==> config.mk <==
export PLATFORM = sky130hd
export DESIGN_NAME = multicycle_control_flat
export DESIGN_NICKNAME = d
export VERILOG_FILES = /design/src/rtl/multicycle_control_if.sv /design/src/rtl/multicycle_control.sv /design/src/flat_wrapper.sv
export SDC_FILE = /design/constraint.sdc
export NUM_CORES = 1
export LEC_CHECK = 0
export ABC_CLOCK_PERIOD_IN_PS = 2100
export CAP_MARGIN = 15
export CORE_ASPECT_RATIO = 1.25
export CORE_MARGIN = 1.5
export CORE_UTILIZATION = 50
export DETAILED_ROUTE_END_ITERATION = 10
export PLACE_DENSITY_LB_ADDON = 0.12
export RECOVER_POWER = 50
export SYNTH_ARGS = -nofsm -noshare
export SYNTH_HDL_FRONTEND = slang
export SYNTH_SLANG_ARGS = --single-unit
==> constraint.sdc <==
create_clock -name clk -period 2.1 [get_ports clk]
set_input_delay 0.63 -clock clk [delete_from_list [all_inputs] [get_ports clk]]
set_output_delay 0.63 -clock clk [all_outputs]
set_load 0.02 [all_outputs]
==> src/rtl/multicycle_control_if.sv <==
// Memory request/acknowledge bus between the multi-cycle controller and the
// shared instruction/data memory arbiter.
interface multicycle_control_if;
  logic mem_req;
  logic memwrite;
  logic mem_ack;

  modport master (output mem_req, output memwrite, input mem_ack);
  modport slave  (input mem_req, input memwrite, output mem_ack);
endinterface

==> src/rtl/multicycle_control.sv <==
// Multi-cycle CPU control FSM: FETCH/DECODE/EXECUTE/MEM/WB with a memory timeout guard.
// Optional performance counters (retired_cnt, stall_cnt) are built when MCTRL_PERF_EN is defined.
module multicycle_control #(
  parameter int OPCODE_W = 4,
  parameter int ALUCTL_W = 3,
  parameter int TIMEOUT  = 255
) (
  input  logic                clk,
  input  logic                reset_n,
  input  logic                run,
  input  logic [OPCODE_W-1:0] opcode,
  input  logic                zero,
  multicycle_control_if.master mem,
  output logic                ir_write,
  output logic                pc_write,
  output logic                pc_src,
  output logic                alusrc,
  output logic [ALUCTL_W-1:0] alucontrol,
  output logic                memtoreg,
  output logic                regwrite,
  output logic                instr_done,
  output logic                illegal_op,
  output logic                fault
`ifdef MCTRL_PERF_EN
  ,
  output logic [31:0]         retired_cnt,
  output logic [31:0]         stall_cnt
`endif
);

  localparam int CNT_W = $clog2(TIMEOUT + 1);

  localparam logic [ALUCTL_W-1:0] ALU_AND = ALUCTL_W'(3'b000);
  localparam logic [ALUCTL_W-1:0] ALU_ADD = ALUCTL_W'(3'b010);
  localparam logic [ALUCTL_W-1:0] ALU_SUB = ALUCTL_W'(3'b110);

  localparam logic [OPCODE_W-1:0] OP_ADD  = OPCODE_W'(0);
  localparam logic [OPCODE_W-1:0] OP_ADDI = OPCODE_W'(1);
  localparam logic [OPCODE_W-1:0] OP_SUB  = OPCODE_W'(2);
  localparam logic [OPCODE_W-1:0] OP_AND  = OPCODE_W'(3);
  localparam logic [OPCODE_W-1:0] OP_LW   = OPCODE_W'(4);
  localparam logic [OPCODE_W-1:0] OP_SW   = OPCODE_W'(5);
  localparam logic [OPCODE_W-1:0] OP_BNE  = OPCODE_W'(6);
  localparam logic [OPCODE_W-1:0] OP_J    = OPCODE_W'(7);

  typedef enum logic [2:0] {
    S_FETCH   = 3'd0,
    S_DECODE  = 3'd1,
    S_EXECUTE = 3'd2,
    S_MEM     = 3'd3,
    S_WB      = 3'd4,
    S_FAULT   = 3'd5
  } state_t;

  state_t              state, state_next;
  logic [OPCODE_W-1:0] op_q;
  logic [CNT_W-1:0]    tmo_cnt;
  logic                tmo_hit;
  logic                req, wr;

  assign mem.mem_req  = req;
  assign mem.memwrite = wr;
  assign tmo_hit      = (tmo_cnt == CNT_W'(TIMEOUT)) && !mem.mem_ack;

  always_ff @(posedge clk) begin
    if (!reset_n) state <= S_FETCH;
    else          state <= state_next;
  end

  always_ff @(posedge clk) begin
    if (!reset_n)                                      tmo_cnt <= '0;
    else if ((state_next != state) || mem.mem_ack)     tmo_cnt <= '0;
    else if (req)                                      tmo_cnt <= tmo_cnt + CNT_W'(1);
  end

  always_ff @(posedge clk) begin
    if (state == S_DECODE) op_q <= opcode;
  end

  // Everything is held low while reset_n is asserted, whatever the state register holds.
  always_comb begin
    state_next = state;
    req        = 1'b0;
    wr         = 1'b0;
    ir_write   = 1'b0;
    pc_write   = 1'b0;
    pc_src     = 1'b0;
    alusrc     = 1'b0;
    alucontrol = ALU_AND;
    memtoreg   = 1'b0;
    regwrite   = 1'b0;
    instr_done = 1'b0;
    illegal_op = 1'b0;
    fault      = 1'b0;
    if (reset_n) begin
      case (state)
        S_FETCH: begin
          if (run) begin
            req = 1'b1;
            if (mem.mem_ack) begin
              ir_write   = 1'b1;
              pc_write   = 1'b1;
              state_next = S_DECODE;
            end else if (tmo_hit) begin
              state_next = S_FAULT;
            end
          end
        end
        S_DECODE: begin
          if (opcode > OP_J) begin
            illegal_op = 1'b1;
            state_next = S_FETCH;
          end else begin
            state_next = S_EXECUTE;
          end
        end
        S_EXECUTE: begin
          case (op_q)
            OP_ADD:  begin alucontrol = ALU_ADD; state_next = S_WB; end
            OP_ADDI: begin alucontrol = ALU_ADD; alusrc = 1'b1; state_next = S_WB; end
            OP_SUB:  begin alucontrol = ALU_SUB; state_next = S_WB; end
            OP_AND:  begin alucontrol = ALU_AND; state_next = S_WB; end
            OP_LW, OP_SW: begin
              alucontrol = ALU_ADD;
              alusrc     = 1'b1;
              state_next = S_MEM;
            end
            OP_BNE: begin
              alucontrol = ALU_SUB;
              pc_src     = 1'b1;
              pc_write   = ~zero;
              instr_done = 1'b1;
              state_next = S_FETCH;
            end
            OP_J: begin
              pc_src     = 1'b1;
              pc_write   = 1'b1;
              instr_done = 1'b1;
              state_next = S_FETCH;
            end
            default: state_next = S_FETCH;
          endcase
        end
        S_MEM: begin
          req        = 1'b1;
          alusrc     = 1'b1;
          alucontrol = ALU_ADD;
          wr         = (op_q == OP_SW);
          if (mem.mem_ack) begin
            if (op_q == OP_SW) begin
              instr_done = 1'b1;
              state_next = S_FETCH;
            end else begin
              state_next = S_WB;
            end
          end else if (tmo_hit) begin
            state_next = S_FAULT;
          end
        end
        S_WB: begin
          regwrite   = 1'b1;
          memtoreg   = (op_q == OP_LW);
          instr_done = 1'b1;
          state_next = S_FETCH;
        end
        S_FAULT: begin
          fault      = 1'b1;
          state_next = S_FAULT;
        end
        default: state_next = S_FETCH;
      endcase
    end
  end

`ifdef MCTRL_PERF_EN
  always_ff @(posedge clk) begin
    if (!reset_n) begin
      retired_cnt <= '0;
      stall_cnt   <= '0;
    end else begin
      if (instr_done)           retired_cnt <= retired_cnt + 32'd1;
      if (req && !mem.mem_ack)  stall_cnt   <= stall_cnt + 32'd1;
    end
  end
`endif

endmodule

==> src/flat_wrapper.sv <==
// flat-port wrapper written by rule: the top's interface ports become plain ports
module multicycle_control_flat 
#(
  parameter int OPCODE_W = 4,
  parameter int ALUCTL_W = 3,
  parameter int TIMEOUT  = 255
)
  (clk, reset_n, run, opcode, zero, ir_write, pc_write, pc_src, alusrc, alucontrol, memtoreg, regwrite, instr_done, illegal_op, fault, mem_mem_req, mem_memwrite, mem_mem_ack);
  multicycle_control_if mem_i ();
  input  logic clk;
  input  logic reset_n;
  input  logic run;
  input  logic [OPCODE_W-1:0] opcode;
  input  logic zero;
  output logic ir_write;
  output logic pc_write;
  output logic pc_src;
  output logic alusrc;
  output logic [ALUCTL_W-1:0] alucontrol;
  output logic memtoreg;
  output logic regwrite;
  output logic instr_done;
  output logic illegal_op;
  output logic fault;
  output wire logic [$bits(mem_i.mem_req)-1:0] mem_mem_req;
  output wire logic [$bits(mem_i.memwrite)-1:0] mem_memwrite;
  input wire logic [$bits(mem_i.mem_ack)-1:0] mem_mem_ack;
  assign mem_mem_req = mem_i.mem_req;
  assign mem_memwrite = mem_i.memwrite;
  assign mem_i.mem_ack = mem_mem_ack;
  multicycle_control #(.OPCODE_W(OPCODE_W), .ALUCTL_W(ALUCTL_W), .TIMEOUT(TIMEOUT)) u_core (.clk(clk), .reset_n(reset_n), .run(run), .opcode(opcode), .zero(zero), .mem(mem_i), .ir_write(ir_write), .pc_write(pc_write), .pc_src(pc_src), .alusrc(alusrc), .alucontrol(alucontrol), .memtoreg(memtoreg), .regwrite(regwrite), .instr_done(instr_done), .illegal_op(illegal_op), .fault(fault));
endmodule
==> results of run 1 <==
[flip-flops by register name, summed over array words and instances (netlist names)]
name and cells:
u_core.tmo_cnt 8, u_core.state 3, u_core.op_q 4
[cell families after synthesis]
logic type,synth area share
other cells,0.00344
simple gates,0.312
fa+ha+maj,0.0115
mux,0.0195
buf+inv,0.0586
flops,0.313
xor+xnor,0.0563
compound gates,0.226
[cells in the final DEF, fill, tap and decap left out, drive strengths merged, types with 2 or more instances in the layout]
master / netlist / layout
nand2b: 2 / 2
o21ai: 4 / 4
a2111oi: 3 / 3
nor2b: 3 / 3
inv: 5 / 5
a211oi: 3 / 3
nor3b: 2 / 2
nor4b: 3 / 3
and3: 3 / 3
edfxtp: 4 / 4
nor2: 7 / 7
buf: 5 / 54
dfxtp: 11 / 11
a21oi: 5 / 5
or3b: 2 / 2
xnor2: 7 / 7
clkbuf: 3 / 4
dlygate4sd3: 0 / 4
nor3: 7 / 7
nor4: 9 / 9
nand3: 5 / 5
nand2: 5 / 5
[final cells by class]
| class | instances | area share |
|---|---|---|
| tap | 20 | 0.0144 |
| clock buffer | 3 | 0.0130 |
| multi-input combinational | 90 | 0.478 |
| clock inverter | 1 | 0.00432 |
| inverter | 5 | 0.0108 |
| sequential | 15 | 0.197 |
| timing repair buffer | 61 | 0.282 |
[metal layers]
| metal | wire, um | up-vias |
|---|---|---|
| li1 | - | 559 |
| met1 | 1250 | 569 |
| met2 | 2040 | 52 |
| met3 | 161 | 13 |
| met4 | 83 | 0 |
| met5 | 0 | - |
[timing repair]
action / in CTS / in global routing
cloned: 0 / 0
endpoints found under the setup margin: 21 / 14
buffers inserted: 2 / 6
pin swaps: 7 / 8
hold endpoints to repair: 0 / 0
gates resized for setup: 87 / 17
[power breakdown]
| group | internal [mW] | leakage [nW] | switching [mW] | total (mW) |
|---|---|---|---|---|
| Combinational | 0.0723 | 0.527 | 0.0750 | 0.147 |
| Clock | 0.0727 | 0.0139 | 0.105 | 0.177 |
| Sequential | 0.302 | 0.126 | 0.00473 | 0.306 |
[worst max-delay path by stage]
stage	slack, ns	start	end
after floorplan	-0.02	reset_n	mem_memwrite
after global placement	-0.90	reset_n	mem_memwrite
after detailed placement	-0.94	reset_n	memtoreg
after CTS	-0.21	u_core.op_q[1]	pc_write
after global routing	-0.26	u_core.op_q[1]	instr_done
final	-0.19	u_core.op_q[1]	instr_done
[synthesized netlist by cell type, types with 2 or more instances]
library cell  number
nor4b_1            3
nand2_1            4
a211oi_1           3
xnor2_1            7
nor2_1             7
nor4_1             6
inv_1              5
dfxtp_1           11
nor3_1             6
nand2b_1           2
a2111oi_4          3
a21oi_1            4
nand3_1            5
buf_2              3
clkbuf_1           3
o21ai_0            4
and3_1             3
nor3b_1            2
nor4_2             3
nor2b_1            3
edfxtp_1           4
[worst max-delay path, stage by stage (launching register included)]
cell	delay, ns
edfxtp_1	0.44
nand4bb_1	0.18
nor3b_2	0.22
buf_4	0.17
a41oi_2	0.06
o21ai_4	0.17
buf_6	0.13
[stage by stage]
step / total power [mW] / setup TNS (ns)
3_5_place_dp: 0.441 / -13.68
5_1_grt: 0.652 / -1.26
6_report: 0.631 / -0.825
3_3_place_gp: 0.438 / -12.71
2_1_floorplan: 0.379 / -0.0186
4_1_cts: 0.620 / -0.745
==> metrics.csv, run 1 <==
metric;value;unit
utilization after layout;0.866;
register area;343;sq um
min Tclk post-route;2.29;ns
r2r endpoint;u_core.tmo_cnt[3];
worst slew pin tran;0.652;ns
Hold Slack;0.562;ns
area share of the largest cell type after synthesis;0.202;
RSZ-0062 raised after global routing;true;
R2R depth;6;
RD Place Congestion;0.854;
outcome;complete, but fails checks;
failing checks;negative setup slack;
#FFs+latches synth;15;
fin area;0.00174;sq mm
die height;55.2;um
R2R setup slack;0.15;ns
DRC Markers;0;
antenna-violating nets left;0;
I/O pin cnt;23;
hold path depth;2;
placed inst area;0.00160;sq mm
Die ar.;0.00247;sq mm
Syn Area/Cell;9.22;sq um
clock skew;0.00762;ns
CTS Hold Bufs;0;
setup violators final;9;
Detailed Route WL;3530;um
FP Rows;18;
cell taking the most area after synthesis;dfxtp_1;
vias in the first global route;1226;
Max Clk Rate;0.436;GHz
Post-synth EDFFs;4;
Final Worst Setup Slack;-0.195;ns
Clock transition at path regs;0.10;ns
initial antenna violation count;0;
met1 track demand over resource;0.317;
share of cells above drive strength 1;0.520;
post-synthesis sequential area ratio;0.313;
Cells after DPL;187;
Max FO, Critical Path;4;
Hold Path Origin;u_core.tmo_cnt[5];
Mapped Nets;128;
Clock Tree Buf Depth;2;
pre-CTS WS;-0.943;ns
final hold violation count;0;
worst reg2reg startpoint;u_core.op_q[1];
Pwr per Cell Area;363;mW/mm^2
die width;44.7;um
# clock sinks;15;
CTS Root Cell;clkbuf_4;
met2 usage;0.601;
Distinct cells, synth;48;
CTS buffer count;3;
IO Port Bufs;21;
Detailed Routing Iterations Pass 1;4;
Mapped Cells;118;
met3 usage;0.0422;
initial DRC count;28;
core area;0.00200;sq mm
Min-Delay Endpoint;u_core.tmo_cnt[5];
area growth from synthesis to layout;59.5;%
Avg Vias per Cell;6.12;
Clock Latency Late Sink;0.30;ns
leakage power;0.667;nW
HP Class;reg2reg;
H-Tree Depth;1;
Synth Flop Type;dfxtp_1;
Critical Path AT;1.66;ns
Post-Syn Area;0.00109;sq mm
top post-synthesis cells by area;dfxtp_1, edfxtp_1, a2111oi_4, xnor2_1, nor4_1;
GRT Max-Usage Layer;met2;
first-pass GRT wire length;5460;um
multi-input logic area;831;sq um
Final Slew Violations;0;
WS Path Type;reg2out;
async set-reset flop share out of synthesis;0;
period utilization;1.09;
max cap viols;0;
Initial Util;0.543;
VDD IR max;0.519;mV
FILL cells;109;
Synth Warn #;0;
diode count;0;
hpwl dp;2430;um
Remaining Overflow, GRT;0;
CTS tree;done;
Slew Limit Headroom;0.563;
GRT Total Usage;0.308;
DR WL/cell;18.1;um
Total Nets Final;186;
via count;1193;
crit start category;flip-flop;
pin count of the biggest net entering global routing;15;
WP data required;1.47;ns
Finished Layout Cells;195;
Setup crit end kind;output pin;
No activity file was read; power rests on OpenSTA's default activity.
==> run 2, diff against run 1 <==
--- a/config.mk
+++ b/config.mk
@@ -16,3 +16,4 @@
 export SYNTH_ARGS = -nofsm -noshare
 export SYNTH_HDL_FRONTEND = slang
 export SYNTH_SLANG_ARGS = --single-unit
+export TNS_END_PERCENT = 5
==> constraint.sdc (replaced) <==
create_clock -name clk -period 2.1 [get_ports clk]
set_input_delay 0.63 -clock clk [delete_from_list [all_inputs] [get_ports clk]]
set_output_delay 0.63 -clock clk [all_outputs]
set_load 0.01 [all_outputs]
==> metrics.csv, run 2 (synthesis results as in run 1) <==
metric;value;unit;change
Max Clk Rate;0.445;GHz;+2.1%
die width;44.7;um;unchanged
Crit-path slowest cell;edfxtp_1;;
CTS Root Cell;clkbuf_4;;
R2R depth;7;;+1
CTS Hold Bufs;0;;unchanged
Min-Delay Endpoint;u_core.tmo_cnt[5];;
DRC Markers;0;;unchanged
CTS tree;done;;
Hold Slack;0.570;ns;+0.00836 ns
vias in the first global route;1108;;-9.6%
FP Rows;18;;unchanged
share of cells above drive strength 1;0.473;;-0.0466
WP data required;1.47;ns;about the same
first-pass GRT wire length;4910;um;-10%
core area;0.00200;sq mm;unchanged
most common cell after layout, fill and taps aside;buf_4;;
pin count of the biggest net entering global routing;11;;-4
fin area;0.00161;sq mm;-7.2%
Hold Path Origin;u_core.tmo_cnt[5];;
GRT Total Usage;0.273;;-0.0348
CP cell instances;buf_6 > or3b_4 > nor4_4 > buf_2;;
Clock Tree Buf Depth;2;;unchanged
initial antenna violation count;0;;unchanged
via count;1118;;-6.3%
Final Worst Setup Slack;-0.148;ns;+0.0469 ns
FILL cells;139;;+28%
register area;345;sq um;+0.73%
diode count;0;;unchanged
WS Path Type;reg2out;;
RD Place Congestion;0.829;;-3.0%
max reg flops;8;;unchanged
CP max stage delay;0.42;ns;-0.02 ns
Final Slew Violations;0;;unchanged
placed inst area;0.00152;sq mm;-4.9%
setup violators final;5;;-4
Die ar.;0.00247;sq mm;unchanged
RSZ-0062 raised after global routing;true;;
Reg with most FFs;u_core.tmo_cnt;;
leakage power;0.614;nW;-8.0%
antenna-violating nets left;0;;unchanged
R2R setup slack;0.14;ns;about the same
IO Port Bufs;21;;unchanged
Remaining Overflow, GRT;0;;unchanged
Setup crit end kind;output pin;;
Pwr per Cell Area;379;mW/mm^2;+4.2%
CTS buffer count;3;;unchanged
initial DRC count;34;;+21%
Max FO, Critical Path;3;;-1
VDD IR max;0.522;mV;+0.46%
Detailed Routing Iterations Pass 1;4;;unchanged
failing checks;negative setup slack;;
biggest regs;u_core.tmo_cnt (8), u_core.op_q (4), u_core.state (3);;
Clock Latency Late Sink;0.28;ns;-0.02 ns
clock skew;0.00266;ns;-0.00496 ns
Slew Limit Headroom;0.566;;+0.00344
DR WL/cell;16.5;um;-9.1%
area growth from synthesis to layout;48.0;%;
die height;55.2;um;unchanged
part of the power in registers;0.501;;+0.016
Sw Pwr;0.172;mW;-7.0%
crit start category;flip-flop;;
hpwl dp;2270;um;-6.8%
Critical Path AT;1.62;ns;-0.04 ns
Final Power;0.610;mW;-3.3%
internal power;0.439;mW;-1.8%
worst reg2reg startpoint;u_core.op_q[1];;
r2r endpoint;u_core.tmo_cnt[1];;
H-Tree Depth;1;;unchanged
# clock sinks;15;;unchanged
combinational share of power;0.214;;-0.019
multi-input logic area;787;sq um;-5.3%
worst slew pin tran;0.647;ns;-0.00513 ns
Avg Vias per Cell;5.92;;-3.3%
hold path depth;2;;unchanged
Clock transition at path regs;0.10;ns;about the same
period utilization;1.07;;-0.0223
outcome;complete, but fails checks;;
final hold violation count;0;;unchanged
Detailed Route WL;3110;um;-12%
min Tclk post-route;2.25;ns;-0.0469 ns
most frequent cells in the layout;buf_4, buf_2, dfxtp_1, xnor2_1;;
utilization after layout;0.804;;-0.0624
switch share;0.281;;-0.0110
I/O pin cnt;23;;unchanged
Clk pwr share;0.285;;+0.004
max cap viols;0;;unchanged
HP Class;reg2reg;;
Setup crit start;u_core.op_q[1];;
Initial Util;0.543;;unchanged
Total Nets Final;180;;-3.2%
## run 2: changes by cell type in the layout (fill, tap and decap cells not counted), moves of 2 or more
cell and delta:
buf_2 +7, clkdlybuf4s15_2 +2, buf_6 -7, buf_4 -9
## run 2: timing repair
action,CTS,global route
gates resized for setup,74,9
buffers inserted,3,1
hold endpoints to repair,0,0
endpoints found under the setup margin,19,17
pin swaps,5,1
## run 2: how the worst max path moves through the flow
stage	endpoint	slack (ns)	cells after the start
floorplan	mem_memwrite	0.03	4
global placement	mem_memwrite	-0.83	5
detailed placement	mem_memwrite	-0.88	5
CTS	mem_memwrite	-0.16	4
global route	mem_memwrite	-0.20	4
finish	mem_memwrite	-0.15	4
## run 2: final cells by class
cell class / count / share of cell area
tap: 20 / 0.0155
multi-input combinational: 90 / 0.488
clock buffer: 3 / 0.0140
clock inverter: 1 / 0.00466
inverter: 5 / 0.0116
sequential: 15 / 0.214
timing repair buffer: 55 / 0.252
## run 2: per-layer routing
metal	track usage	share of wire
met1	0.302	0.40
met3	0.0227	0.035
met4	0.0808	0.014
met2	0.543	0.55
met5	0	0
## run 2: stage by stage
| stage | cells | worst slack (ns) | setup TNS (ns) |
|---|---|---|---|
| floorplan | 118 | 0.0318 | 0 |
| global placement | 181 | -0.833 | -11.52 |
| detailed placement | 181 | -0.875 | -12.05 |
| CTS | 188 | -0.159 | -0.466 |
| global route | 189 | -0.205 | -0.867 |
| finish | 189 | -0.148 | -0.466 |
## run 2: power groups by stage
stage | clock network [mW] | registers (mW) | logic [mW]
2_1_floorplan | 0 | 0.313 | 0.0604
3_3_place_gp | 0 | 0.313 | 0.114
3_5_place_dp | 0 | 0.313 | 0.116
4_1_cts | 0.175 | 0.306 | 0.126
5_1_grt | 0.184 | 0.307 | 0.139
6_report | 0.174 | 0.306 | 0.131
## run 2: worst max-delay path, delay by kind of cell (launching register included)
family        cells  cell delay, ns
flops             1            0.42
simple gates      2            0.60
buf+inv           2            0.31
